==> config.mk <==
export PLATFORM = sky130hd
export DESIGN_NAME = i2cmb_wb_arbiter
export DESIGN_NICKNAME = d
export VERILOG_FILES = /design/src/rtl/i2cmb_wb_arbiter.sv
export SDC_FILE = /design/constraint.sdc
export NUM_CORES = 1
export LEC_CHECK = 0
export CAP_MARGIN = 10
export CORE_UTILIZATION = 37
export CTS_BUF_LIST = sky130_fd_sc_hd__clkbuf_16
export DETAILED_ROUTE_END_ITERATION = 8
export PLACE_DENSITY = 0.92
export SYNTH_ARGS = -nofsm -noshare
export SYNTH_HDL_FRONTEND = slang
export SYNTH_SLANG_ARGS = --single-unit
export TNS_END_PERCENT = 100
==> constraint.sdc <==
create_clock -name clk_i -period 3.6 [get_ports clk_i]
set_clock_uncertainty 0.05 [all_clocks]
set_input_delay 0.72 -clock clk_i [delete_from_list [all_inputs] [get_ports clk_i]]
set_output_delay 0.72 -clock clk_i [all_outputs]
set_load 0.1 [all_outputs]
==> src/rtl/i2cmb_wb_arbiter.sv <==
// Two-master Wishbone arbiter in front of the iicmb_m_wb slave port.
// Round-robin on ties, per-grant transfer limit with a drain cycle when the other master waits.
module i2cmb_wb_arbiter #(
  parameter int ADDR_WIDTH = 2,
  parameter int DATA_WIDTH = 8,
  parameter int MAX_HOLD   = 64
) (
  input  logic                  clk_i,
  input  logic                  rst_i,
  input  logic                  m0_cyc_i,
  input  logic                  m0_stb_i,
  input  logic                  m0_we_i,
  input  logic [ADDR_WIDTH-1:0] m0_adr_i,
  input  logic [DATA_WIDTH-1:0] m0_dat_i,
  output logic [DATA_WIDTH-1:0] m0_dat_o,
  output logic                  m0_ack_o,
  output logic                  m0_irq_o,
  input  logic                  m1_cyc_i,
  input  logic                  m1_stb_i,
  input  logic                  m1_we_i,
  input  logic [ADDR_WIDTH-1:0] m1_adr_i,
  input  logic [DATA_WIDTH-1:0] m1_dat_i,
  output logic [DATA_WIDTH-1:0] m1_dat_o,
  output logic                  m1_ack_o,
  output logic                  m1_irq_o,
  output logic                  s_cyc_o,
  output logic                  s_stb_o,
  output logic                  s_we_o,
  output logic [ADDR_WIDTH-1:0] s_adr_o,
  output logic [DATA_WIDTH-1:0] s_dat_o,
  input  logic [DATA_WIDTH-1:0] s_dat_i,
  input  logic                  s_ack_i,
  input  logic                  s_irq_i,
  output logic [1:0]            gnt_o
);

  localparam int CW = $clog2(MAX_HOLD + 1);
  localparam logic [CW-1:0] HOLD_MAX  = CW'(MAX_HOLD);
  localparam logic [CW-1:0] HOLD_LAST = CW'(MAX_HOLD - 1);

  typedef enum logic [1:0] {IDLE, GNT0, GNT1, DRAIN} state_t;

  state_t        state, state_nxt;
  logic          last_grant, last_grant_nxt;
  logic [CW-1:0] hold_cnt, hold_cnt_nxt;
  logic          sel0, sel1;
  logic          cur_cyc, oth_cyc;

  always_ff @(posedge clk_i) begin
    if (rst_i) begin
      state      <= IDLE;
      last_grant <= 1'b1;
      hold_cnt   <= '0;
    end else begin
      state      <= state_nxt;
      last_grant <= last_grant_nxt;
      hold_cnt   <= hold_cnt_nxt;
    end
  end

  always_comb begin
    state_nxt      = state;
    last_grant_nxt = last_grant;
    hold_cnt_nxt   = hold_cnt;
    cur_cyc        = (state == GNT1) ? m1_cyc_i : m0_cyc_i;
    oth_cyc        = (state == GNT1) ? m0_cyc_i : m1_cyc_i;
    case (state)
      IDLE: begin
        if (m0_cyc_i && (!m1_cyc_i || last_grant)) begin
          state_nxt      = GNT0;
          last_grant_nxt = 1'b0;
          hold_cnt_nxt   = '0;
        end else if (m1_cyc_i) begin
          state_nxt      = GNT1;
          last_grant_nxt = 1'b1;
          hold_cnt_nxt   = '0;
        end
      end
      GNT0, GNT1: begin
        if (!cur_cyc) begin
          state_nxt = IDLE;
        end else if (s_ack_i) begin
          if (hold_cnt != HOLD_MAX) hold_cnt_nxt = hold_cnt + CW'(1);
          // Once the limit is reached, every further ack is a release point if the other master waits.
          if (hold_cnt >= HOLD_LAST && oth_cyc) state_nxt = DRAIN;
        end
      end
      default: state_nxt = IDLE;
    endcase
  end

  // Reset gates the grant combinationally so no ack leaks in the reset cycle.
  assign sel0 = (state == GNT0) && !rst_i;
  assign sel1 = (state == GNT1) && !rst_i;

  always_comb begin
    s_cyc_o  = 1'b0;
    s_stb_o  = 1'b0;
    s_we_o   = 1'b0;
    s_adr_o  = '0;
    s_dat_o  = '0;
    if (sel0) begin
      s_cyc_o = m0_cyc_i;
      s_stb_o = m0_cyc_i & m0_stb_i;
      s_we_o  = m0_we_i;
      s_adr_o = m0_adr_i;
      s_dat_o = m0_dat_i;
    end else if (sel1) begin
      s_cyc_o = m1_cyc_i;
      s_stb_o = m1_cyc_i & m1_stb_i;
      s_we_o  = m1_we_i;
      s_adr_o = m1_adr_i;
      s_dat_o = m1_dat_i;
    end
  end

  assign m0_ack_o = sel0 & s_ack_i;
  assign m1_ack_o = sel1 & s_ack_i;
  assign m0_dat_o = sel0 ? s_dat_i : '0;
  assign m1_dat_o = sel1 ? s_dat_i : '0;
  assign m0_irq_o = s_irq_i;
  assign m1_irq_o = s_irq_i;
  assign gnt_o    = {sel1, sel0};

endmodule

==> impl_metrics.csv, run 1 <==
group,metric,value,unit
floorplan,ios,73,
timing,finalSetupViolCount,0,
cts,path_clk_slew,0.04,ns
pwr,power_density,738,nW/um2
cells_and_area,antenna_cells,0,
drt,ant_nets,0,
pwr,leakage,0.869,nW
worst_setup_path,crit_type,"in -> out",
synthesis,synth_fp_nets,178,
pwr,p_int,0.000710,W
worst_setup_path,crit_chain,"clkdlybuf4s50_1, nor2b_1, nor2b_1, buf_4, a22o_1, buf_12",
cts,ctsHoldBuffers,0,
job,max_cap_violations,0,
worst_hold_path,whs_endpoint,"state[1]$_SDFFE_PP0P_",
worst_hold_path,holdCritPathClass,"reg -> reg",
timing,maxSlewHeadroom,0.599,
floorplan,coreArea,2540,um2
grt,antenna_found_initial,0,
synthesis,yosys.cell_types.count,35,
worst_setup_path,path_max_fanout,9,
worst_setup_path,endpoint_kind,"primary output",
synthesis,synth_area,1020,um2
worst_setup_path,rrSetupSlack,1.45,ns
cells_and_area,final_nets,244,
synthesis,synth_seq_cells,10,
floorplan,die_y,54.6,um
cts,cts_buffer_depth,2,
drt,drt_iter0_markers,48,
place,postPlaceCellArea,2040,um2
worst_setup_path,slowest_stage,"clkdlybuf4s50_1",
drt,wl_per_cell,19.2,um
worst_setup_path,max_stage_delay,0.45,ns
synthesis,synth-edff-count,0,
grt,grt_max_degree,14,
timing,fin_crit_sh,0.865,
cells_and_area,fin_cells,228,
cts,h-tree-depth,1,
worst_hold_path,min-delay-start,"state[1]$_SDFFE_PP0P_",
pwr,p_clk_frac,0.127,
pwr,netSwitchingPower,0.000848,W
synthesis,yosys.area.top_type_share,0.195,
worst_setup_path,worstReg2RegStart,"state[0]$_SDFFE_PP0P_",
synthesis,synth_area_leader_cell,"dfxtp_1",
cells_and_area,post-route-cell-area,2110,um2
synthesis,netlist_top_cells_area,"dfxtp_1, and2_1, a22o_1",
synthesis,synth_async_sr_flop_share,0,
floorplan,dieArea,2980,um2
synthesis,syn_area_per_cell,7.65,um2
cts,insertion_delay,0.24,ns
grt,grt_pass1_vias,1206,
worst_setup_path,reg2reg_to,"hold_cnt[6]$_SDFFE_PP0P_",
worst_setup_path,worstPathArrival,2.35,ns
timing,slew_violations,0,
timing,min_period,3.12,ns
cts,cts_tree,"built",
synthesis,ys.flop_type,"dfxtp_1",
floorplan,start_util,0.403,
worst_setup_path,worstPathRequired,2.83,ns
worst_setup_path,cp-start-kind,"primary input",
pwr,power_frac_seq,0.100,
cells_and_area,n_fill_cell,143,
synthesis,synth_common_cells,"and2_1, a22o_1, dfxtp_1, nand2_1, inv_1",
pwr,power,0.00156,W
cts,clock-sinks,10,
pwr,max-vdd-ir-drop,0.558,mV
drt,vias,1314,
cts,root_buffer,"clkbuf_16",
grt,track_usage,0.301,
synthesis,ys_seq_area_frac,0.195,
grt,grt_pass1_wl,6190,um
worst_setup_path,path_buf_inv,3,
grt,grt-ovfl-total,0,
cts,post_cts_buffers,0,
cells_and_area,area_delta_synth_final,106,%
synthesis,yosysMostFrequentCell,"and2_1",
floorplan,die_w,54.6,um
drt,vias_per_cell,5.76,
drt,drc,0,
drt,first_pass_iters,4,
place,dp_hpwl,3440,um
cts,cts_resized,0,
timing,grt_setup_unrepaired,"false",
run_status,outcome,"finished, final reports clean",
pwr,switching_share,0.544,
synthesis,syn_inst,134,
floorplan,rows,18,
place,placed_cells,225,
timing,finalHoldViolations,0,
worst_setup_path,critPathMostFrequentCell,"nor2b_1",
drt,drt_wl_total,4370,um
timing,max_freq,0.321,GHz
cells_and_area,final_layout_size_suffix_gt1_frac,0.222,
cts,numCtsBuffers,3,
worst_hold_path,hold_depth,2,
timing,worst_pin_slew,0.596,ns
worst_setup_path,path_delay_family,"buffers and inverters",
worst_setup_path,reg2reg_depth,7,
cells_and_area,utilization,0.830,
place,place_congestion,0.829,
place,numPortBuffers,69,
synthesis,synth_warnings,0,
pwr,combPwrFrac,0.773,
timing,setup-tns-final,0,ns
metal layers:
| metal | share of wire | global-route usage |
|---|---|---|
| met1 | 0.38 | 0.355 |
| met5 | 0 | 0 |
| met2 | 0.50 | 0.534 |
| met3 | 0.099 | 0.0667 |
| met4 | 0.019 | 0.0855 |
per-stage QoR:
stage / setup WS, ns / hold slack (ns)
after global routing: 0.396 / 0.491
after CTS: 0.505 / 0.456
after global placement: 0.654 / 0.424
final: 0.484 / 0.458
after detailed placement: 0.563 / 0.450
after floorplan: 0.490 / 0.416
registers in the layout (all words and copies together) (netlist names):
register	flops
hold_cnt	7
last_grant	1
state	2
cell type report:
cell class,instances,area [um2],share of cell area
clock buffers,3,75.1,0.0355
repair buffers,74,1060,0.501
inverters,9,33.8,0.0160
multi-input cells,102,707,0.335
well taps,30,37.5,0.0178
flip-flops and latches,10,200,0.0948
layout by cell type (no fill, tap or decap), types with 2 or more instances in the layout:
cell type         n
clkbuf_16         3
or3_1             4
inv_1             9
nand4_1           3
o21ai_0           3
nand3_1           3
buf_4             5
nand2_1          10
mux2i_1           2
ha_1              6
a22o_1           12
a21oi_1           7
nor2b_1           6
dfxtp_1          10
clkdlybuf4s50_1  36
nor2_1            8
xor2_1            3
buf_12           33
and2_1           19
cell families (layout without fill, tap and decap cells):
family                   Yosys count  in the layout  synth area share
AO/OA/AOI/OAI                     32             32             0.250
XOR/XNOR                           3              3            0.0256
adder cells (fa/ha/maj)            6              6            0.0733
buffers and inverters             22             86             0.115
flip-flops                        10             10             0.195
multiplexers                       2              2            0.0195
AND/OR/NAND/NOR                   59             59             0.321
how the worst max path moves through the flow:
stage                     start          to  depth (start not counted)
after floorplan           rst_i  s_adr_o[0]                          5
after global placement    rst_i  s_adr_o[0]                          6
after detailed placement  rst_i  s_dat_o[4]                          6
after CTS                 rst_i  s_dat_o[4]                          6
after global routing      rst_i  s_dat_o[4]                          6
final                     rst_i  s_dat_o[4]                          6
power by group through the flow:
stage               clock network [W]  logic [W]  registers [W]
finish                       0.000199    0.00120       0.000155
global route                 0.000203    0.00125       0.000159
floorplan                           0   0.000808       0.000150
CTS                          0.000200    0.00119       0.000155
detailed placement                  0    0.00119       0.000156
global placement                    0    0.00115       0.000153
worst min-delay path, cell delays in order, from the launching register on:
cell,delay [ns]
dfxtp_1,0.33
nand2_1,0.07
a21oi_1,0.06
No activity file was read; power rests on OpenSTA's default activity.
==> inputs of run 2 (changes only) <==
--- a/config.mk
+++ b/config.mk
@@ -9,7 +9,7 @@
 export CORE_UTILIZATION = 37
 export CTS_BUF_LIST = sky130_fd_sc_hd__clkbuf_16
 export DETAILED_ROUTE_END_ITERATION = 8
-export PLACE_DENSITY = 0.92
+export PLACE_DENSITY = 0.82
 export SYNTH_ARGS = -nofsm -noshare
 export SYNTH_HDL_FRONTEND = slang
 export SYNTH_SLANG_ARGS = --single-unit
==> run 2 against run 1 <==
  * Utilization is 0.44 points lower
  * Global-route usage decreased by 0.14 points
  * Power about the same
  * First-iteration DRC count is 33% higher
  * Flip-flop and latch count is the same
  * Cell count decreased by 0.44%
  * Critical path depth rose by 1
  * Largest cell class unchanged
  * Largest power group unchanged
==> impl_metrics.csv, run 2 (synthesis gave the netlist of run 1 again) <==
group,metric,value,unit
drt,drc,0,
drt,vias_per_cell,5.49,
drt,drt_iter0_markers,64,
cells_and_area,largest-register,"hold_cnt",
cts,h-tree-depth,1,
pwr,p_clk_frac,0.128,
cts,cts_buffer_depth,2,
pwr,max-vdd-ir-drop,0.633,mV
cells_and_area,antenna_cells,0,
worst_hold_path,hold_depth,2,
place,placed_cells,223,
cells_and_area,top_regs,"hold_cnt (7), state (2), last_grant (1)",
drt,ant_nets,0,
worst_setup_path,reg2reg_depth,7,
cells_and_area,fin_cells,227,
worst_setup_path,path_max_fanout,13,
cells_and_area,area_delta_synth_final,105,%
pwr,power_density,742,nW/um2
floorplan,die_y,54.6,um
worst_hold_path,holdCritPathClass,"reg -> reg",
place,place_congestion,0.888,
run_status,outcome,"finished, final reports clean",
worst_setup_path,worstPathRequired,2.83,ns
timing,finalSetupViolCount,0,
drt,wl_per_cell,18.3,um
cells_and_area,n_fill_cell,150,
timing,min_period,3.02,ns
place,place_ws,0.576,ns
cts,insertion_delay,0.24,ns
cells_and_area,final_nets,242,
cts,root_buffer,"clkbuf_16",
timing,fin_crit_sh,0.838,
cts,cts_resized,0,
pwr,netSwitchingPower,0.000850,W
cts,cts_tree,"built",
pwr,leakage,0.860,nW
floorplan,dieArea,2980,um2
floorplan,die_w,54.6,um
timing,max_freq,0.331,GHz
drt,first_pass_iters,4,
drt,drt_wl_total,4170,um
floorplan,start_util,0.403,
cells_and_area,final_layout_size_suffix_gt1_frac,0.213,
pwr,switching_share,0.545,
drt,vias,1246,
timing,finalHoldViolations,0,
cts,ctsHoldBuffers,0,
timing,worst_pin_slew,0.551,ns
cells_and_area,largest_reg_flops,7,
floorplan,rows,18,
timing,finalWorstSetupSlack,0.582,ns
cts,post_cts_buffers,0,
worst_setup_path,crit_type,"in -> out",
grt,antenna_found_initial,0,
pwr,power_frac_seq,0.100,
pwr,p_int,0.000708,W
place,dp_hpwl,3320,um
floorplan,coreArea,2540,um2
cells_and_area,utilization,0.825,
worst_setup_path,worstPathArrival,2.25,ns
timing,slew_violations,0,
grt,track_usage,0.299,
cts,clock-sinks,10,
place,numPortBuffers,69,
grt,grt_pass1_wl,6110,um
cts,path_clk_slew,0.04,ns
worst_setup_path,cp-start-kind,"primary input",
grt,grt-ovfl-total,0,
pwr,combPwrFrac,0.772,
grt,grt_max_degree,24,
cts,numCtsBuffers,3,
cells_and_area,layout_common_cells,"clkdlybuf4s50_1, buf_12, and2_1",
worst_setup_path,endpoint_kind,"primary output",
timing,maxSlewHeadroom,0.630,
job,max_cap_violations,0,
timing,grt_setup_unrepaired,"false",
cells_and_area,final_common_cell,"clkdlybuf4s50_1",
floorplan,ios,73,
timing,setup-tns-final,0,ns
grt,grt_pass1_vias,1145,
run 2: changes by cell type in the layout (fill, tap and decap cells not counted), sizes merged:
cell | before | now
clkinv | 0 | 1
buf | 38 | 36
run 2: stage by stage:
step                hold WS, ns  power (W)  instance area, um2
detailed placement        0.457    0.00134                2020
CTS                       0.463    0.00155                2100
floorplan                 0.416   0.000958                1020
global route              0.496    0.00162                2100
global placement          0.429    0.00130                2020
finish                    0.462    0.00156                2100
run 2: layout make-up:
type,instances,area (um2),area share
repair buffers,72,1040,0.497
multi-input cells,102,707,0.337
flip-flops and latches,10,200,0.0953
clock buffers,3,75.1,0.0357
well taps,30,37.5,0.0179
inverters,9,33.8,0.0161
clock inverters,1,3.75,0.00179
run 2: critical path, stage by stage:
cell             delay, ns
clkdlybuf4s50_1       0.57
nor2b_1               0.20
nor2b_1               0.14
buf_4                 0.19
nand3_1               0.11
nand2_1               0.13
buf_12                0.18
run 2: worst paths after layout:
path	start	slack (ns)	to
setup / recovery	rst_i	0.58	s_stb_o
setup reg to reg	state[0]$_SDFFE_PP0P_	1.42	hold_cnt[6]$_SDFFE_PP0P_
hold / removal	hold_cnt[1]$_SDFFE_PP0P_	0.46	hold_cnt[1]$_SDFFE_PP0P_
hold reg to reg	hold_cnt[1]$_SDFFE_PP0P_	0.46	hold_cnt[1]$_SDFFE_PP0P_
run 2: power by group through the flow:
stage,combinational [W],sequential [W],clock (W)
final,0.00120,0.000155,0.000199
after global routing,0.00126,0.000157,0.000211
after global placement,0.00115,0.000152,0
after detailed placement,0.00119,0.000157,0
after CTS,0.00120,0.000155,0.000200
after floorplan,0.000808,0.000150,0
run 2: metal layers:
layer,vias to the layer above,wire (um),global-route usage
met5,-,0,0
met4,0,182,0.124
met3,24,231,0.119
met2,63,2400,0.512
met1,565,1350,0.323
li1,594,-,-
==> inputs of run 3 (changes only) <==
--- a/config.mk
+++ b/config.mk
@@ -6,10 +6,10 @@
 export NUM_CORES = 1
 export LEC_CHECK = 0
 export CAP_MARGIN = 10
-export CORE_UTILIZATION = 37
+export CORE_UTILIZATION = 35
 export CTS_BUF_LIST = sky130_fd_sc_hd__clkbuf_16
 export DETAILED_ROUTE_END_ITERATION = 8
-export PLACE_DENSITY = 0.82
+export PLACE_DENSITY = 0.78
 export SYNTH_ARGS = -nofsm -noshare
 export SYNTH_HDL_FRONTEND = slang
 export SYNTH_SLANG_ARGS = --single-unit
==> constraint.sdc (replaced) <==
create_clock -name clk_i -period 2.8 [get_ports clk_i]
set_clock_uncertainty 0.05 [all_clocks]
set_input_delay 0.56 -clock clk_i [delete_from_list [all_inputs] [get_ports clk_i]]
set_output_delay 0.56 -clock clk_i [all_outputs]
set_load 0.1 [all_outputs]
==> run 3 against run 2 <==
  * Cell count up 1.3%
  * Utilization decreased by 5.8 points
  * Non-clock buffer count up 2
==> impl_metrics.csv, run 3 (synthesis gave the netlist of run 1 again) <==
group,metric,value,unit
drt,first_pass_iters,4,
pwr,p_int,0.000911,W
cts,cts_resized,0,
timing,min_period,2.59,ns
pwr,leakage,0.870,nW
drt,ant_nets,0,
cts,h-tree-depth,1,
worst_setup_path,reg2reg_to,"hold_cnt[6]$_SDFFE_PP0P_",
cts,insertion_delay,0.24,ns
worst_setup_path,worstReg2RegStart,"state[0]$_SDFFE_PP0P_",
cells_and_area,final_layout_size_suffix_gt1_frac,0.221,
worst_hold_path,hold_depth,2,
worst_setup_path,worstPathRequired,2.19,ns
cts,root_buffer,"clkbuf_16",
cts,path_clk_slew,0.04,ns
worst_setup_path,cp-start-kind,"register",
drt,dr.max_layer_used,"met4",
floorplan,dieArea,3150,um2
cts,ctsHoldBuffers,0,
worst_setup_path,worstPathArrival,1.98,ns
floorplan,coreArea,2760,um2
floorplan,die_w,56.1,um
pwr,power_frac_seq,0.101,
timing,worst_pin_slew,0.552,ns
place,placed_cells,226,
drt,wl_per_cell,16.2,um
pwr,max-vdd-ir-drop,0.751,mV
pwr,power_density,939,nW/um2
cells_and_area,top_regs,"hold_cnt (7), state (2), last_grant (1)",
drt,wl_met3,319,um
cells_and_area,post-route-cell-area,2120,um2
pwr,combPwrFrac,0.770,
pwr,netSwitchingPower,0.00108,W
grt,grt_max_degree,24,
cells_and_area,final_nets,244,
cts,post_cts_buffers,0,
cells_and_area,layout_common_cells,"clkdlybuf4s50_1, buf_12, and2_1",
timing,fin_crit_sh,0.925,
drt,vias_per_cell,5.37,
drt,drt_wl_total,3730,um
grt,grt_pass1_wl,6020,um
worst_setup_path,endpoint_kind,"primary output",
floorplan,die_y,56.1,um
grt,grt-ovfl-total,0,
cells_and_area,largest-register,"hold_cnt",
worst_setup_path,rrSetupSlack,0.66,ns
timing,timing.hold.ws,0.457,ns
grt,grt_pass1_vias,1189,
place,dp_hpwl,3040,um
pwr,p_clk_frac,0.129,
timing,setup-tns-final,0,ns
cts,clock-sinks,10,
drt,drt_iter0_markers,35,
place,place_congestion,0.863,
worst_setup_path,path_max_fanout,13,
run_status,outcome,"finished, final reports clean",
cells_and_area,final_common_cell,"clkdlybuf4s50_1",
drt,vias,1236,
cells_and_area,multi_input_area,707,um2
worst_setup_path,crit_type,"reg -> out",
floorplan,ios,73,
floorplan,start_util,0.372,
cells_and_area,antenna_cells,0,
cells_and_area,fin_cells,230,
cells_and_area,regArea,200,um2
place,postPlaceCellArea,2040,um2
grt,track_usage,0.246,
worst_hold_path,min-delay-start,"state[0]$_SDFFE_PP0P_",
drt,wl_met1,1500,um
job,max_cap_violations,0,
cts,cts_buffer_depth,2,
timing,finalSetupViolCount,0,
worst_setup_path,reg2reg_depth,7,
cells_and_area,largest_reg_flops,7,
grt,antenna_found_initial,0,
timing,slew_violations,0,
worst_hold_path,whs_endpoint,"state[0]$_SDFFE_PP0P_",
floorplan,rows,19,
worst_setup_path,setup.worst_path.start,"state[0]$_SDFFE_PP0P_",
timing,max_freq,0.386,GHz
pwr,switching_share,0.542,
cells_and_area,n_fill_cell,180,
cts,cts_tree,"built",
timing,maxSlewHeadroom,0.629,
place,numPortBuffers,69,
drt,wl_met2,1880,um
drt,drc,0,
worst_hold_path,holdCritPathClass,"reg -> reg",
timing,grt_setup_unrepaired,"false",
cells_and_area,area_delta_synth_final,107,%
timing,finalHoldViolations,0,
cells_and_area,utilization,0.768,
cts,numCtsBuffers,3,
-- run 3: layer usage --
metal	vias up	track usage
li1	601	-
met1	561	0.296
met2	69	0.442
met3	5	0.0535
met4	0	0.0557
met5	-	0
-- run 3: worst max-delay path by stage --
stage | endpoint | slack [ns] | cells after the start
3_3_place_gp | s_stb_o | 0.29 | 7
5_1_grt | s_stb_o | 0.13 | 8
2_1_floorplan | s_adr_o[0] | 0.01 | 5
4_1_cts | s_dat_o[1] | 0.22 | 7
6_report | s_dat_o[1] | 0.21 | 7
3_5_place_dp | s_dat_o[1] | 0.26 | 6
-- run 3: stage by stage --
stage / power, W / setup slack [ns]
final: 0.00199 / 0.209
after global routing: 0.00207 / 0.127
after CTS: 0.00199 / 0.219
after detailed placement: 0.00172 / 0.259
after global placement: 0.00168 / 0.287
after floorplan: 0.00123 / 0.00980
-- run 3: power groups by stage --
stage	combinational, W	sequential (W)	clock (W)
2_1_floorplan	0.00104	0.000193	0
3_3_place_gp	0.00149	0.000196	0
3_5_place_dp	0.00152	0.000201	0
4_1_cts	0.00153	0.000201	0.000257
5_1_grt	0.00160	0.000206	0.000266
6_report	0.00153	0.000200	0.000256
-- run 3: layout make-up --
type | count | share of cell area
Tap cell | 31 | 0.0183
Clock inverter | 1 | 0.00177
Timing Repair Buffer | 74 | 0.500
Inverter | 9 | 0.0160
Clock buffer | 3 | 0.0355
Sequential cell | 10 | 0.0946
Multi-Input combinational cell | 102 | 0.334
-- run 3: critical path, cell delays in order, from the launching register on --
cell	delay [ns]
dfxtp_1	0.33
inv_1	0.10
ha_1	0.33
nor2b_1	0.23
nor2b_1	0.16
buf_4	0.20
a22o_1	0.21
buf_12	0.19
